## src/rtl/tone_pkg.sv

```systemverilog
// ---------------------------------------------------------------------------
// tone_pkg
// Shared definitions for the PS/2 keyboard tone generator:
//   - PS/2 make scan codes for the 13 playable keys and the two octave keys
//   - 13-entry equal-tempered octave-4 frequency table in millihertz
//   - FSM state enum
//   - widths of the note index and the half-period counter
//   - helper that turns a clock rate and a note frequency into a half-period
// ---------------------------------------------------------------------------
package tone_pkg;

    localparam int NOTE_IDX_W = 4;
    localparam int CNT_W      = 20;
    localparam int NUM_NOTES  = 13;

    // Scan codes of the piano row, C4 up to C5
    localparam logic [7:0] SC_C4  = 8'h1C;
    localparam logic [7:0] SC_CS4 = 8'h1D;
    localparam logic [7:0] SC_D4  = 8'h1B;
    localparam logic [7:0] SC_DS4 = 8'h24;
    localparam logic [7:0] SC_E4  = 8'h23;
    localparam logic [7:0] SC_F4  = 8'h2B;
    localparam logic [7:0] SC_FS4 = 8'h2C;
    localparam logic [7:0] SC_G4  = 8'h34;
    localparam logic [7:0] SC_GS4 = 8'h35;
    localparam logic [7:0] SC_A4  = 8'h33;
    localparam logic [7:0] SC_AS4 = 8'h3C;
    localparam logic [7:0] SC_B4  = 8'h3B;
    localparam logic [7:0] SC_C5  = 8'h42;

    // Octave keys (only acted on when octave control is compiled in)
    localparam logic [7:0] SC_OCT_DOWN = 8'h1A;
    localparam logic [7:0] SC_OCT_UP   = 8'h22;

    // Octave-4 note frequencies in mHz, indexed by note_index
    localparam logic [19:0] NOTE_FREQ_MHZ [NUM_NOTES] = '{
        20'd261626, 20'd277183, 20'd293665, 20'd311127,
        20'd329628, 20'd349228, 20'd369994, 20'd391995,
        20'd415305, 20'd440000, 20'd466164, 20'd493883,
        20'd523251
    };

    typedef enum logic {
        IDLE,
        PLAYING
    } tone_state_e;

    // floor(clk_hz * 1000 / (2 * f_mHz)); evaluated on constants only
    function automatic longint half_period(longint clk_hz, longint freq_mhz);
        return (clk_hz * 64'sd1000) / (64'sd2 * freq_mhz);
    endfunction

endpackage

```

## src/rtl/note_decoder.sv

```systemverilog
// ---------------------------------------------------------------------------
// note_decoder
// Purely combinational lookup from a PS/2 make scan code to a semitone
// index. The parent registers the result.
// Ports:
//   key        in   8  scan code of the held key, 0 = none
//   valid      out  1  key is one of the 13 playable codes
//   index      out  4  semitone index 0..12, forced to 0 when not valid
// ---------------------------------------------------------------------------
module note_decoder
    import tone_pkg::*;
(
    input  logic [7:0]            key,
    output logic                  valid,
    output logic [NOTE_IDX_W-1:0] index
);

    // Every code not listed, including 00 and the octave keys, is unmapped
    always_comb begin
        valid = 1'b1;
        index = '0;
        case (key)
            SC_C4:   index = 4'd0;
            SC_CS4:  index = 4'd1;
            SC_D4:   index = 4'd2;
            SC_DS4:  index = 4'd3;
            SC_E4:   index = 4'd4;
            SC_F4:   index = 4'd5;
            SC_FS4:  index = 4'd6;
            SC_G4:   index = 4'd7;
            SC_GS4:  index = 4'd8;
            SC_A4:   index = 4'd9;
            SC_AS4:  index = 4'd10;
            SC_B4:   index = 4'd11;
            SC_C5:   index = 4'd12;
            default: valid = 1'b0;
        endcase
    end

endmodule

```

## src/rtl/tone_generator.sv

```systemverilog
// ---------------------------------------------------------------------------
// tone_generator
// Square-wave tone generator driven by the scan code of the held PS/2 key.
// The scan code is decoded and registered, a two-state FSM starts/stops the
// tone, and a 20-bit down counter sets the half-period of the note.
// Half-periods are constants derived from CLK_FREQ_HZ at elaboration.
//
// Optional feature: define TONE_GENERATOR_OCTAVE_KEYS_EN to compile in the
// octave register (keys 1A down / 22 up, octaves 3..5, saturating).
//
// Ports:
//   sys_clk     in   1  single clock
//   async_rst   in   1  asynchronous active-high reset
//   key         in   8  scan code of the held key, 0 = none
//   audio_out   out  1  square wave to the speaker
//   note_valid  out  1  registered: key maps to a playable note
//   note_index  out  4  registered semitone index, 0 when note_valid is low
//   playing     out  1  FSM is in PLAYING
// ---------------------------------------------------------------------------
module tone_generator
    import tone_pkg::*;
#(
    parameter int CLK_FREQ_HZ = 100_000_000
) (
    input  logic                  sys_clk,
    input  logic                  async_rst,
    input  logic [7:0]            key,
    output logic                  audio_out,
    output logic                  note_valid,
    output logic [NOTE_IDX_W-1:0] note_index,
    output logic                  playing
);

    localparam longint CNT_MAX = longint'((1 << CNT_W) - 1);

    logic                  dec_valid;
    logic [NOTE_IDX_W-1:0] dec_index;

    logic                  note_valid_q, note_valid_d;
    logic [NOTE_IDX_W-1:0] note_index_q, note_index_d;
    tone_state_e           state_q, state_d;
    logic                  audio_q, audio_d;
    logic [CNT_W-1:0]      cnt_q, cnt_d;

    logic [CNT_W-1:0]      base_half [2**NOTE_IDX_W];
    logic [CNT_W-1:0]      base_sel;
    logic [CNT_W-1:0]      eff_half;
    logic [CNT_W-1:0]      reload;

    note_decoder u_note_decoder (
        .key   (key),
        .valid (dec_valid),
        .index (dec_index)
    );

    // Constant half-period table; unused index slots read as zero. The range
    // checks refuse any clock rate whose effective half-period will not fit
    // the counter, or collapses to zero cycles.
    for (genvar i = 0; i < 2**NOTE_IDX_W; i++) begin : g_half
        if (i < NUM_NOTES) begin : g_note
            localparam longint BASE =
                half_period(longint'(CLK_FREQ_HZ), longint'(NOTE_FREQ_MHZ[i]));
`ifdef TONE_GENERATOR_OCTAVE_KEYS_EN
            localparam longint MAX_EFF = BASE << 1;
            localparam longint MIN_EFF = BASE >> 1;
`else
            localparam longint MAX_EFF = BASE;
            localparam longint MIN_EFF = BASE;
`endif
            if (MAX_EFF > CNT_MAX) begin : g_too_long
                $error("tone_generator: half-period exceeds the 20-bit counter");
            end
            if (MIN_EFF < 64'sd1) begin : g_too_short
                $error("tone_generator: half-period rounds to zero cycles");
            end
            assign base_half[i] = CNT_W'(BASE);
        end else begin : g_unused
            assign base_half[i] = '0;
        end
    end

    assign base_sel = base_half[note_index_q];

`ifdef TONE_GENERATOR_OCTAVE_KEYS_EN
    logic [7:0] key_q, key_prev_q;
    logic [1:0] octave_q, octave_d;

    // An octave key acts once per new appearance on the registered code,
    // so holding it down only moves one octave.
    always_comb begin
        octave_d = octave_q;
        if (key_q == SC_OCT_UP && key_prev_q != SC_OCT_UP && octave_q != 2'd2) begin
            octave_d = octave_q + 2'd1;
        end else if (key_q == SC_OCT_DOWN && key_prev_q != SC_OCT_DOWN && octave_q != 2'd0) begin
            octave_d = octave_q - 2'd1;
        end
    end

    always_ff @(posedge sys_clk or posedge async_rst) begin
        if (async_rst) begin
            key_q      <= '0;
            key_prev_q <= '0;
            octave_q   <= 2'd1;
        end else begin
            key_q      <= key;
            key_prev_q <= key_q;
            octave_q   <= octave_d;
        end
    end

    // Octave 3 doubles the half-period, octave 5 halves it
    always_comb begin
        case (octave_q)
            2'd0:    eff_half = base_sel << 1;
            2'd2:    eff_half = base_sel >> 1;
            default: eff_half = base_sel;
        endcase
    end
`else
    always_comb begin
        eff_half = base_sel;
    end
`endif

    assign reload = eff_half - CNT_W'(1);

    // Registered copy of the decoder output
    always_comb begin
        note_valid_d = dec_valid;
        note_index_d = dec_valid ? dec_index : '0;
    end

    // Start/stop and period counter. Stopping wins over a reload in the
    // same cycle, and a note change only takes effect at the next reload.
    always_comb begin
        state_d = state_q;
        audio_d = audio_q;
        cnt_d   = cnt_q;
        case (state_q)
            IDLE: begin
                audio_d = 1'b0;
                cnt_d   = '0;
                if (note_valid_q) begin
                    state_d = PLAYING;
                    audio_d = 1'b1;
                    cnt_d   = reload;
                end
            end
            PLAYING: begin
                if (!note_valid_q) begin
                    state_d = IDLE;
                    audio_d = 1'b0;
                    cnt_d   = '0;
                end else if (cnt_q == '0) begin
                    audio_d = ~audio_q;
                    cnt_d   = reload;
                end else begin
                    cnt_d   = cnt_q - CNT_W'(1);
                end
            end
            default: begin
                state_d = IDLE;
                audio_d = 1'b0;
                cnt_d   = '0;
            end
        endcase
    end

    always_ff @(posedge sys_clk or posedge async_rst) begin
        if (async_rst) begin
            note_valid_q <= 1'b0;
            note_index_q <= '0;
            state_q      <= IDLE;
            audio_q      <= 1'b0;
            cnt_q        <= '0;
        end else begin
            note_valid_q <= note_valid_d;
            note_index_q <= note_index_d;
            state_q      <= state_d;
            audio_q      <= audio_d;
            cnt_q        <= cnt_d;
        end
    end

    assign audio_out  = audio_q;
    assign note_valid = note_valid_q;
    assign note_index = note_index_q;
    assign playing    = (state_q == PLAYING);

endmodule

```

## config.mk

```make
export PLATFORM = sky130hd
export DESIGN_NAME = tone_generator
export DESIGN_NICKNAME = d
export VERILOG_FILES = /design/src/rtl/tone_pkg.sv /design/src/rtl/note_decoder.sv /design/src/rtl/tone_generator.sv
export SDC_FILE = /design/constraint.sdc
export NUM_CORES = 1
export LEC_CHECK = 0
export ABC_AREA = 1
export CAP_MARGIN = 20
export CORE_MARGIN = 3
export CORE_UTILIZATION = 61
export CTS_CLUSTER_SIZE = 30
export DETAILED_ROUTE_END_ITERATION = 16
export PLACE_DENSITY = 0.79
export SETUP_SLACK_MARGIN = 0.15
export SLEW_MARGIN = 20
export SYNTH_ARGS = -nofsm -noshare
export SYNTH_HDL_FRONTEND = slang
export SYNTH_SLANG_ARGS = --single-unit
export TNS_END_PERCENT = 10
```

## constraint.sdc

```tcl
create_clock -name sys_clk -period 6.3 [get_ports sys_clk]
set_input_delay 1.26 -clock sys_clk [delete_from_list [all_inputs] [get_ports sys_clk]]
set_output_delay 1.26 -clock sys_clk [all_outputs]
set_load 0.05 [all_outputs]
```

==> qor.yml, run 1 <==
p_int_mw: 0.272
post_cts_resized: 0
status: "completed"
fp.coreArea_um2: 4140
cp_num_cells: 1
initial_core_util: 0.654
nFillCells: 375
setup_viol: 0
drtIter0Drc: 184
rr_endpoint: "cnt_q[10]"
crit_buf_inv: 1
place.gp.congestion: 0.936
critPathMaxStageDelay_ps: 920
final_cell_count_no_fill: 486
dr_total_vias: 2636
gr-total-overflow: 0
clockBufferDepth: 2
pre_cts_ws_ps: 3420
fin_nets: 456
cts.clk_slew.worst_paths_ps: 90
std_cell_rows: 23
dp_hpwl_um: 5070
drc: 0
finalHoldViolations: 0
htreeDepth: 1
worstSetupPathType: "flip-flop to output pin"
yosysWarnings: 0
fin_crit_sh: 0.510
drive_above_1_share: 0.133
io_pins: 17
fin_crit_ps: 3210
ys_async_sr_fraction: 1.00
leakagePower_nw: 1.65
routed_wl_um: 6240
critPathRequiredTime_ps: 5040
final_cell_mix: "nand2_1 (116), nor2_1 (55), inv_1 (50)"
relSlewSlack: 0.578
cts_buffers: 3
post_drt_wl_per_cell_um: 12.8
ant_nets: 0
finalInstanceArea_um2: 2920
vdd_ir_drop_max_uv: 92.6
yosysSeqAreaShare: 0.249
syn_inst: 422
clock.fmax_mhz: 311
cts_tree: "yes"
path_max_fanout: 17
cts_sinks: 27
grt_pass1_vias: 2462
pwr-share-comb: 0.345
post_cts_buffers: 0
synth-edff-count: 0
crit_chain: "clkdlybuf4s50_1"
placed_area_um2: 2860
powerDensity_nw_per_um2: 146
start_kind: "flip-flop"
avgSynthCellArea_um2: 6.42
antenna_cells: 0
viasPerCell: 5.42
cp_top_family: "buffers and inverters"
root_buffer: "clkbuf_8"
rsz0062_at_grt: "no"
clkPwrFrac: 0.225
fin_ws_ps: 3090
switching_share: 0.361
finalMaxSlewViolations: 0
synth_nets: 441
hold_ws_ps: 517
endpoint_kind: "output pin"
slowest_stage: "clkdlybuf4s50_1"
rr_startpoint: "note_index[1]"
dieHeight_um: 72.6
port-buffer-count: 16
crit_end: "note_index[3]"
reg2reg_depth: 11
drtPass1Iterations: 5
switching_power_mw: 0.154
synthDistinctLibCells: 39
final_common_cell: "nand2_1"
areaGrowthSynthToFinish_pct: 7.85
postCtsHoldBufs: 0
placed_cells: 481
crit_start: "note_index[3]"
min_path_type: "flip-flop to flip-flop"
synth_ff_type: "dfrtp_1"
worstMarginPinSlew_ps: 633
reg2reg_setup_slack_ps: 3870
pwr-share-seq: 0.431
fp.dieW_um: 72.6
fin_tns_setup_ps: 0
maxCapViolations: 0
antenna_found_initial: 0
insertion_delay_ps: 270
track_usage: 0.252
synth_seq_cells: 27
grt_first_pass_wirelength_um: 10700
grt_max_degree: 28
fp.dieArea_um2: 5280
skew_ps: 6.41
syn_area_um2: 2710
crit_arrival_ps: 1950
==> power by group through the flow <==
stage          clock, mW  combinational (mW)  sequential (mW)
2_1_floorplan          0               0.105            0.189
3_3_place_gp           0               0.141            0.187
3_5_place_dp           0               0.143            0.187
4_1_cts           0.0965               0.144            0.184
5_1_grt            0.104               0.164            0.184
6_report          0.0959               0.147            0.184
==> layout make-up <==
type | count | area, um2 | area share
clock buffer | 3 | 41.3 | 0.0141
timing repair buffer | 17 | 175 | 0.0600
inverter | 62 | 235 | 0.0805
tap | 50 | 62.6 | 0.0214
sequential | 27 | 676 | 0.231
multi-input combinational | 326 | 1730 | 0.591
clock inverter | 1 | 5.00 | 0.00171
==> sequential cells by signal, indices dropped and copies added (netlist names) <==
signal,count
audio_out,1
note_valid,1
note_index,4
playing,1
cnt_q,20
==> metrics by stage <==
stage,util,power [mW]
final,0.705,0.426
after global routing,0.705,0.452
after CTS,0.701,0.424
after detailed placement,0.690,0.330
after floorplan,-,0.295
after global placement,0.690,0.327
==> synth_stat cells, types with 2 or more instances <==
| master | number | area share |
|---|---|---|
| a21oi_1 | 6 | 0.011 |
| a21oi_4 | 2 | 0.012 |
| a31oi_1 | 2 | 0.0046 |
| buf_4 | 2 | 0.0055 |
| buf_6 | 5 | 0.021 |
| dfrtp_1 | 27 | 0.25 |
| ha_1 | 9 | 0.042 |
| inv_1 | 50 | 0.069 |
| inv_2 | 10 | 0.014 |
| nand2_1 | 116 | 0.16 |
| nand2_2 | 12 | 0.028 |
| nand3_1 | 43 | 0.079 |
| nand3_2 | 7 | 0.026 |
| nand3_4 | 2 | 0.013 |
| nand3b_1 | 2 | 0.0055 |
| nand4_1 | 7 | 0.016 |
| nor2_1 | 55 | 0.076 |
| nor2_2 | 8 | 0.018 |
| nor2_4 | 5 | 0.021 |
| nor3_1 | 2 | 0.0037 |
| nor3_2 | 2 | 0.0074 |
| o21ai_0 | 10 | 0.018 |
| o21ai_1 | 10 | 0.018 |
| o21ai_2 | 2 | 0.0065 |
| o22ai_1 | 3 | 0.0069 |
| xnor2_1 | 4 | 0.013 |
| xor2_1 | 7 | 0.023 |
==> per-layer routing <==
layer,up-vias,global-route usage,part of all wire
met5,-,0,0
met4,0,0.0799,0.017
met3,10,0.0275,0.033
met2,63,0.436,0.49
met1,1186,0.328,0.46
li1,1377,-,-
==> how the worst min path moves through the flow <==
stage / cells past startpoint / slack [ps] / to / startpoint
floorplan: 1 / 470 / cnt_q[0] / cnt_q[0]
global placement: 0 / 490 / playing / note_valid
finish: 0 / 520 / playing / note_valid
detailed placement: 0 / 500 / playing / note_valid
global route: 0 / 540 / playing / note_valid
CTS: 0 / 520 / playing / note_valid
==> kinds of logic (layout without fill, tap and decap cells) <==
| logic type | after synthesis | in the layout | share of synthesized area |
|---|---|---|---|
| simple gates | 267 | 267 | 0.471 |
| buf+inv | 69 | 83 | 0.113 |
| compound gates | 39 | 39 | 0.0892 |
| flops | 27 | 27 | 0.249 |
| xor+xnor | 11 | 11 | 0.0356 |
| fa+ha+maj | 9 | 9 | 0.0416 |
Note: power is estimated with default switching activity, not from simulation.
==> run 2, diff against run 1 <==
Settings changed: CORE_UTILIZATION 61 to 55, PLACE_DENSITY 0.79 to 0.75.
Clock period 6.3 ns to 2.85 ns, I/O delays scaled along.
==> qor.yml, run 2 (synthesis gave the netlist of run 1 again) <==
status: "completed"
port-buffer-count: 16  # unchanged
drive_above_1_share: 0.135  # +0.00168
pwr-share-comb: 0.345  # about the same
top_usage_layer: "met2"
largest_register: "cnt_q"
crit_chain: "inv_1, ha_1, nand2_2, nand3_1, and2_2, ha_1, nand3_2, inv_2, nand4_1, nand3_1, nand2_1"
reg2reg_setup_slack_ps: 550  # -3320 ps
vdd_ir_drop_max_uv: 192  # +110%
fin_tns_setup_ps: 0  # unchanged
fin_crit_ps: 2300
fin_crit_sh: 0.808
hold_ws_ps: 519  # +1.93 ps
root_buffer: "clkbuf_8"
drtPass1Iterations: 4  # -1
routed_wl_um: 6500  # +4.2%
finalMaxSlewViolations: 0  # unchanged
powerDensity_nw_per_um2: 318  # +120%
viasPerCell: 5.18  # -4.6%
cp_top_family: "simple AND/OR/NAND/NOR gates"
clock.fmax_mhz: 434
p_int_mw: 0.604  # +120%
cts_buffers: 3  # unchanged
grt_first_pass_wirelength_um: 11200  # +4.5%
crit_arrival_ps: 2460  # +510 ps
fp.dieArea_um2: 5800  # +10%
initial_core_util: 0.593  # -0.0602
drtIter0Drc: 124  # -33%
areaGrowthSynthToFinish_pct: 8.78
skew_ps: 4.78  # -1.63 ps
dp_hpwl_um: 5340  # +5.4%
fin_nets: 458  # +0.44%
fp.coreArea_um2: 4560  # +10%
largest_reg_flops: 20  # unchanged
critPathRequiredTime_ps: 3010  # -2030 ps
grt_pass1_vias: 2475  # +0.53%
relSlewSlack: 0.656  # +0.0782
pwr-share-seq: 0.432  # about the same
cts_tree: "yes"
worstMarginPinSlew_ps: 514  # -119 ps
antenna_cells: 0  # unchanged
grtUsageMet3: 0.0213  # -0.00627
htreeDepth: 1  # unchanged
ant_nets: 0  # unchanged
hold_depth: 1  # +1
cts.clk_slew.worst_paths_ps: 90  # about the same
dr_total_vias: 2604  # -1.2%
gr-total-overflow: 0  # unchanged
place.gp.congestion: 0.980  # +4.7%
post_drt_wl_per_cell_um: 12.9  # +0.73%
std_cell_rows: 24  # +4.3%
final_cell_mix: "nand2_1 (116), nor2_1 (55), inv_1 (50)"
final_common_cell: "nand2_1"
leakagePower_nw: 1.66  # +0.33%
worstSetupPathType: "flip-flop to flip-flop"
fp.dieW_um: 76.2  # +4.9%
cts_sinks: 27  # unchanged
rr_endpoint: "cnt_q[10]"
post_cts_buffers: 0  # unchanged
drc: 0  # unchanged
post_cts_resized: 0  # unchanged
critPathMaxStageDelay_ps: 480  # -440 ps
finalHoldViolations: 0  # unchanged
holdPathEnd: "cnt_q[0]"
rsz0062_at_grt: "no"
start_kind: "flip-flop"
use_met1: 0.305  # -0.0228
crit_buf_inv: 2  # +1
postCtsHoldBufs: 0  # unchanged
maxCapViolations: 0  # unchanged
clockBufferDepth: 2  # unchanged
register_area_um2: 676  # unchanged
dieHeight_um: 76.2  # +4.9%
groute.layer.met2.usage: 0.402  # -0.0334
path_max_fanout: 8  # -9
nFillCells: 452  # +21%
worstHoldStart: "cnt_q[0]"
rr_startpoint: "note_index[1]"
grt_max_degree: 28  # unchanged
setup_viol: 0  # unchanged
switching_share: 0.355  # -0.00647
antenna_found_initial: 0  # unchanged
clkPwrFrac: 0.223  # -0.002
io_pins: 17  # unchanged
multi_input_area_um2: 1730  # unchanged
endpoint_kind: "flip-flop"
switching_power_mw: 0.332  # +120%
min_path_type: "flip-flop to flip-flop"
reg2reg_depth: 11  # unchanged
track_usage: 0.230  # -0.0218
insertion_delay_ps: 270  # about the same
slowest_stage: "dfrtp_1"
-- run 2: cell types whose count changed in the layout (fill, tap and decap cells not counted), sizes merged --
cell,before,now
clkinv,2,1
buf,1,3
clkbuf,3,4
-- run 2: routing by layer --
layer,vias up,wire length [um]
met4,0,76
met5,-,0
met3,6,180
met1,1180,3080
met2,46,3170
li1,1372,-
-- run 2: worst max-delay path by stage --
stage / cells past startpoint / to / slack (ps) / startpoint
finish: 11 / cnt_q[10] / 550 / note_index[1]
global route: 11 / cnt_q[10] / 370 / note_index[1]
CTS: 11 / cnt_q[10] / 570 / note_index[1]
detailed placement: 11 / cnt_q[10] / 590 / note_index[1]
global placement: 11 / cnt_q[10] / 700 / note_index[1]
floorplan: 12 / cnt_q[12] / 500 / note_index[1]
-- run 2: power groups by stage --
stage | clock [mW] | combinational [mW] | sequential (mW)
2_1_floorplan | 0 | 0.233 | 0.419
3_3_place_gp | 0 | 0.319 | 0.411
4_1_cts | 0.214 | 0.322 | 0.404
3_5_place_dp | 0 | 0.319 | 0.412
5_1_grt | 0.232 | 0.363 | 0.406
6_report | 0.209 | 0.323 | 0.404
-- run 2: layout make-up --
class / instances / area share
Timing Repair Buffer: 19 / 0.0620
Tap cell: 65 / 0.0276
Sequential cell: 27 / 0.229
Multi-Input combinational cell: 326 / 0.586
Inverter: 62 / 0.0798
Clock buffer: 4 / 0.0153
-- run 2: through the flow --
step	std cells	area [um2]	setup slack, ps	power, mW	utilization
after global routing	503	2950	369	1.00	0.646
after CTS	503	2950	573	0.940	0.646
final	503	2950	547	0.936	0.646
after global placement	499	2900	695	0.730	0.636
after floorplan	422	2710	502	0.652	-
after detailed placement	499	2900	590	0.731	0.636
==> run 3, diff against run 2 <==
Clock period 2.85 ns to 2.1 ns, I/O delays scaled along.
==> qor.yml, run 3 (synthesis gave the netlist of run 1 again) <==
switching_share: 0.352  # -0.00221
relSlewSlack: 0.664  # +0.00781
clockBufferDepth: 2  # unchanged
pwr-share-seq: 0.431  # about the same
path_max_fanout: 7  # -1
rsz0062_at_grt: "yes"
worstMarginPinSlew_ps: 502  # -11.7 ps
pwr-share-comb: 0.345  # about the same
fin_nets: 465  # +1.5%
worstSetupPathType: "flip-flop to output pin"
critPathRequiredTime_ps: 1680  # -1330 ps
fp.dieArea_um2: 5800  # unchanged
rr_endpoint: "cnt_q[6]"
dieHeight_um: 76.2  # unchanged
finalMaxSlewViolations: 0  # unchanged
vdd_ir_drop_max_uv: 247  # +28%
drtPass1Iterations: 4  # unchanged
maxCapViolations: 0  # unchanged
track_usage: 0.222  # -0.00760
grt_max_degree: 28  # unchanged
clock.fmax_mhz: 511
drtIter0Drc: 142  # +15%
grt_pass1_vias: 2405  # -2.8%
slowest_stage: "clkdlybuf4s50_1"
gr-total-overflow: 0  # unchanged
powerDensity_nw_per_um2: 419  # +32%
std_cell_rows: 24  # unchanged
critPathMaxStageDelay_ps: 830  # +350 ps
min_path_type: "input port to async pin"
ant_nets: 0  # unchanged
crit_chain: "clkdlybuf4s50_1"
largest_register: "cnt_q"
status: "completed"
io_pins: 17  # unchanged
endpoint_kind: "output pin"
clkPwrFrac: 0.224  # about the same
place.gp.congestion: 0.955  # -2.6%
switching_power_mw: 0.450  # +36%
p_int_mw: 0.827  # +37%
cts_sinks: 27  # unchanged
port-buffer-count: 16  # unchanged
dr_total_vias: 2571  # -1.3%
cts_tree: "yes"
crit_buf_inv: 1  # -1
setup_viol: 0  # unchanged
fin_tns_setup_ps: 0  # unchanged
finalHoldViolations: 0  # unchanged
final_cell_mix: "nand2_1 (116), nor2_1 (53), inv_1 (48)"
fp.dieW_um: 76.2  # unchanged
cp_top_family: "buffers and inverters"
fin_crit_sh: 0.932
fin_util: 0.667  # +0.0219
multi_input_area_um2: 1770  # +2.5%
crit_arrival_ps: 1540  # -920 ps
fp.coreArea_um2: 4560  # unchanged
drc: 0  # unchanged
root_buffer: "clkbuf_8"
htreeDepth: 1  # unchanged
largest_reg_flops: 20  # unchanged
register_area_um2: 681  # +0.74%
fin_ws_ps: 142  # -405 ps
cts_buffers: 3  # unchanged
areaGrowthSynthToFinish_pct: 12.5
cts.clk_slew.worst_paths_ps: 90  # about the same
skew_ps: 3.24  # -1.54 ps
antenna_cells: 0  # unchanged
leakagePower_nw: 1.72  # +3.5%
routed_wl_um: 6240  # -4.0%
nFillCells: 416  # -8.0%
initial_core_util: 0.593  # unchanged
fin_crit_ps: 1960
post_drt_wl_per_cell_um: 12.2  # -5.3%
grt_first_pass_wirelength_um: 10600  # -5.4%
pre_cts_ws_ps: 127  # -463 ps
start_kind: "flip-flop"
reg2reg_setup_slack_ps: 180  # -370 ps
drive_above_1_share: 0.178  # +0.0428
rr_startpoint: "note_index[1]"
antenna_found_initial: 0  # unchanged
insertion_delay_ps: 270  # about the same
final_common_cell: "nand2_1"
viasPerCell: 5.04  # -2.6%
reg2reg_depth: 12  # +1
dp_hpwl_um: 5150  # -3.7%
## run 3: cell count changes in the layout (fill, tap and decap cells not counted), sizes merged
cell,delta
buf,+9
clkdlybuf4s50,-4
dlygate4sd2,+1
dlymetal6s2s,+1
## run 3: area by class of cell
type,count,share of cell area
inverter,62,0.0780
clock buffer,4,0.0148
timing repair buffer,26,0.0760
tap,65,0.0267
sequential,27,0.223
multi-input combinational,326,0.581
## run 3: metal layers
| layer | up-vias | global-route usage | share of wire | routed length [um] |
|---|---|---|---|---|
| met3 | 18 | 0.0260 | 0.027 | 167 |
| met5 | - | 0 | 0 | 0 |
| met2 | 49 | 0.371 | 0.46 | 2900 |
| met1 | 1121 | 0.287 | 0.47 | 2960 |
| met4 | 0 | 0.103 | 0.034 | 212 |
| li1 | 1383 | - | - | - |
## run 3: metrics by stage
stage	instances	hold WS, ps	cell area, um2	power [mW]
2_1_floorplan	422	465	2740	0.889
3_3_place_gp	499	494	2930	0.993
3_5_place_dp	499	494	2930	0.992
4_1_cts	503	507	2970	1.28
5_1_grt	510	536	3050	1.38
6_report	510	496	3050	1.28
## run 3: worst reg2reg max path, stage by stage (launching register included)
cell and delay (ps):
dfrtp_2 440, inv_2 90, ha_1 190, inv_1 60, nand2_1 90, nand3_1 90
and2_4 180, ha_4 180, nand3_4 100, nor2_1 130, nand3_1 90, nand3_1 110
o21ai_1 70
## run 3: power groups by stage
stage	Combinational (mW)	Clock, mW	Sequential, mW
after floorplan	0.320	0	0.568
after global placement	0.432	0	0.561
after detailed placement	0.432	0	0.561
after CTS	0.435	0.295	0.550
after global routing	0.501	0.322	0.553
final	0.441	0.286	0.550
## run 3: what timing repair did
item / 4_1_cts / 5_1_grt
gates resized for setup: 1 / 6
pin swaps: 0 / 2
setup buffers: 0 / 7
endpoints found under the setup margin: 7 / 12
hold buffers: 0 / 0
## run 3: worst max path at each step
stage	start	endpoint	slack, ps	cells after the start
5_1_grt	note_index[1]	cnt_q[8]	40	13
6_report	note_index[1]	note_index[1]	140	1
3_3_place_gp	note_index[1]	cnt_q[10]	160	12
3_5_place_dp	note_index[1]	cnt_q[10]	130	12
4_1_cts	note_index[1]	note_index[1]	100	1
2_1_floorplan	note_index[1]	cnt_q[10]	170	12
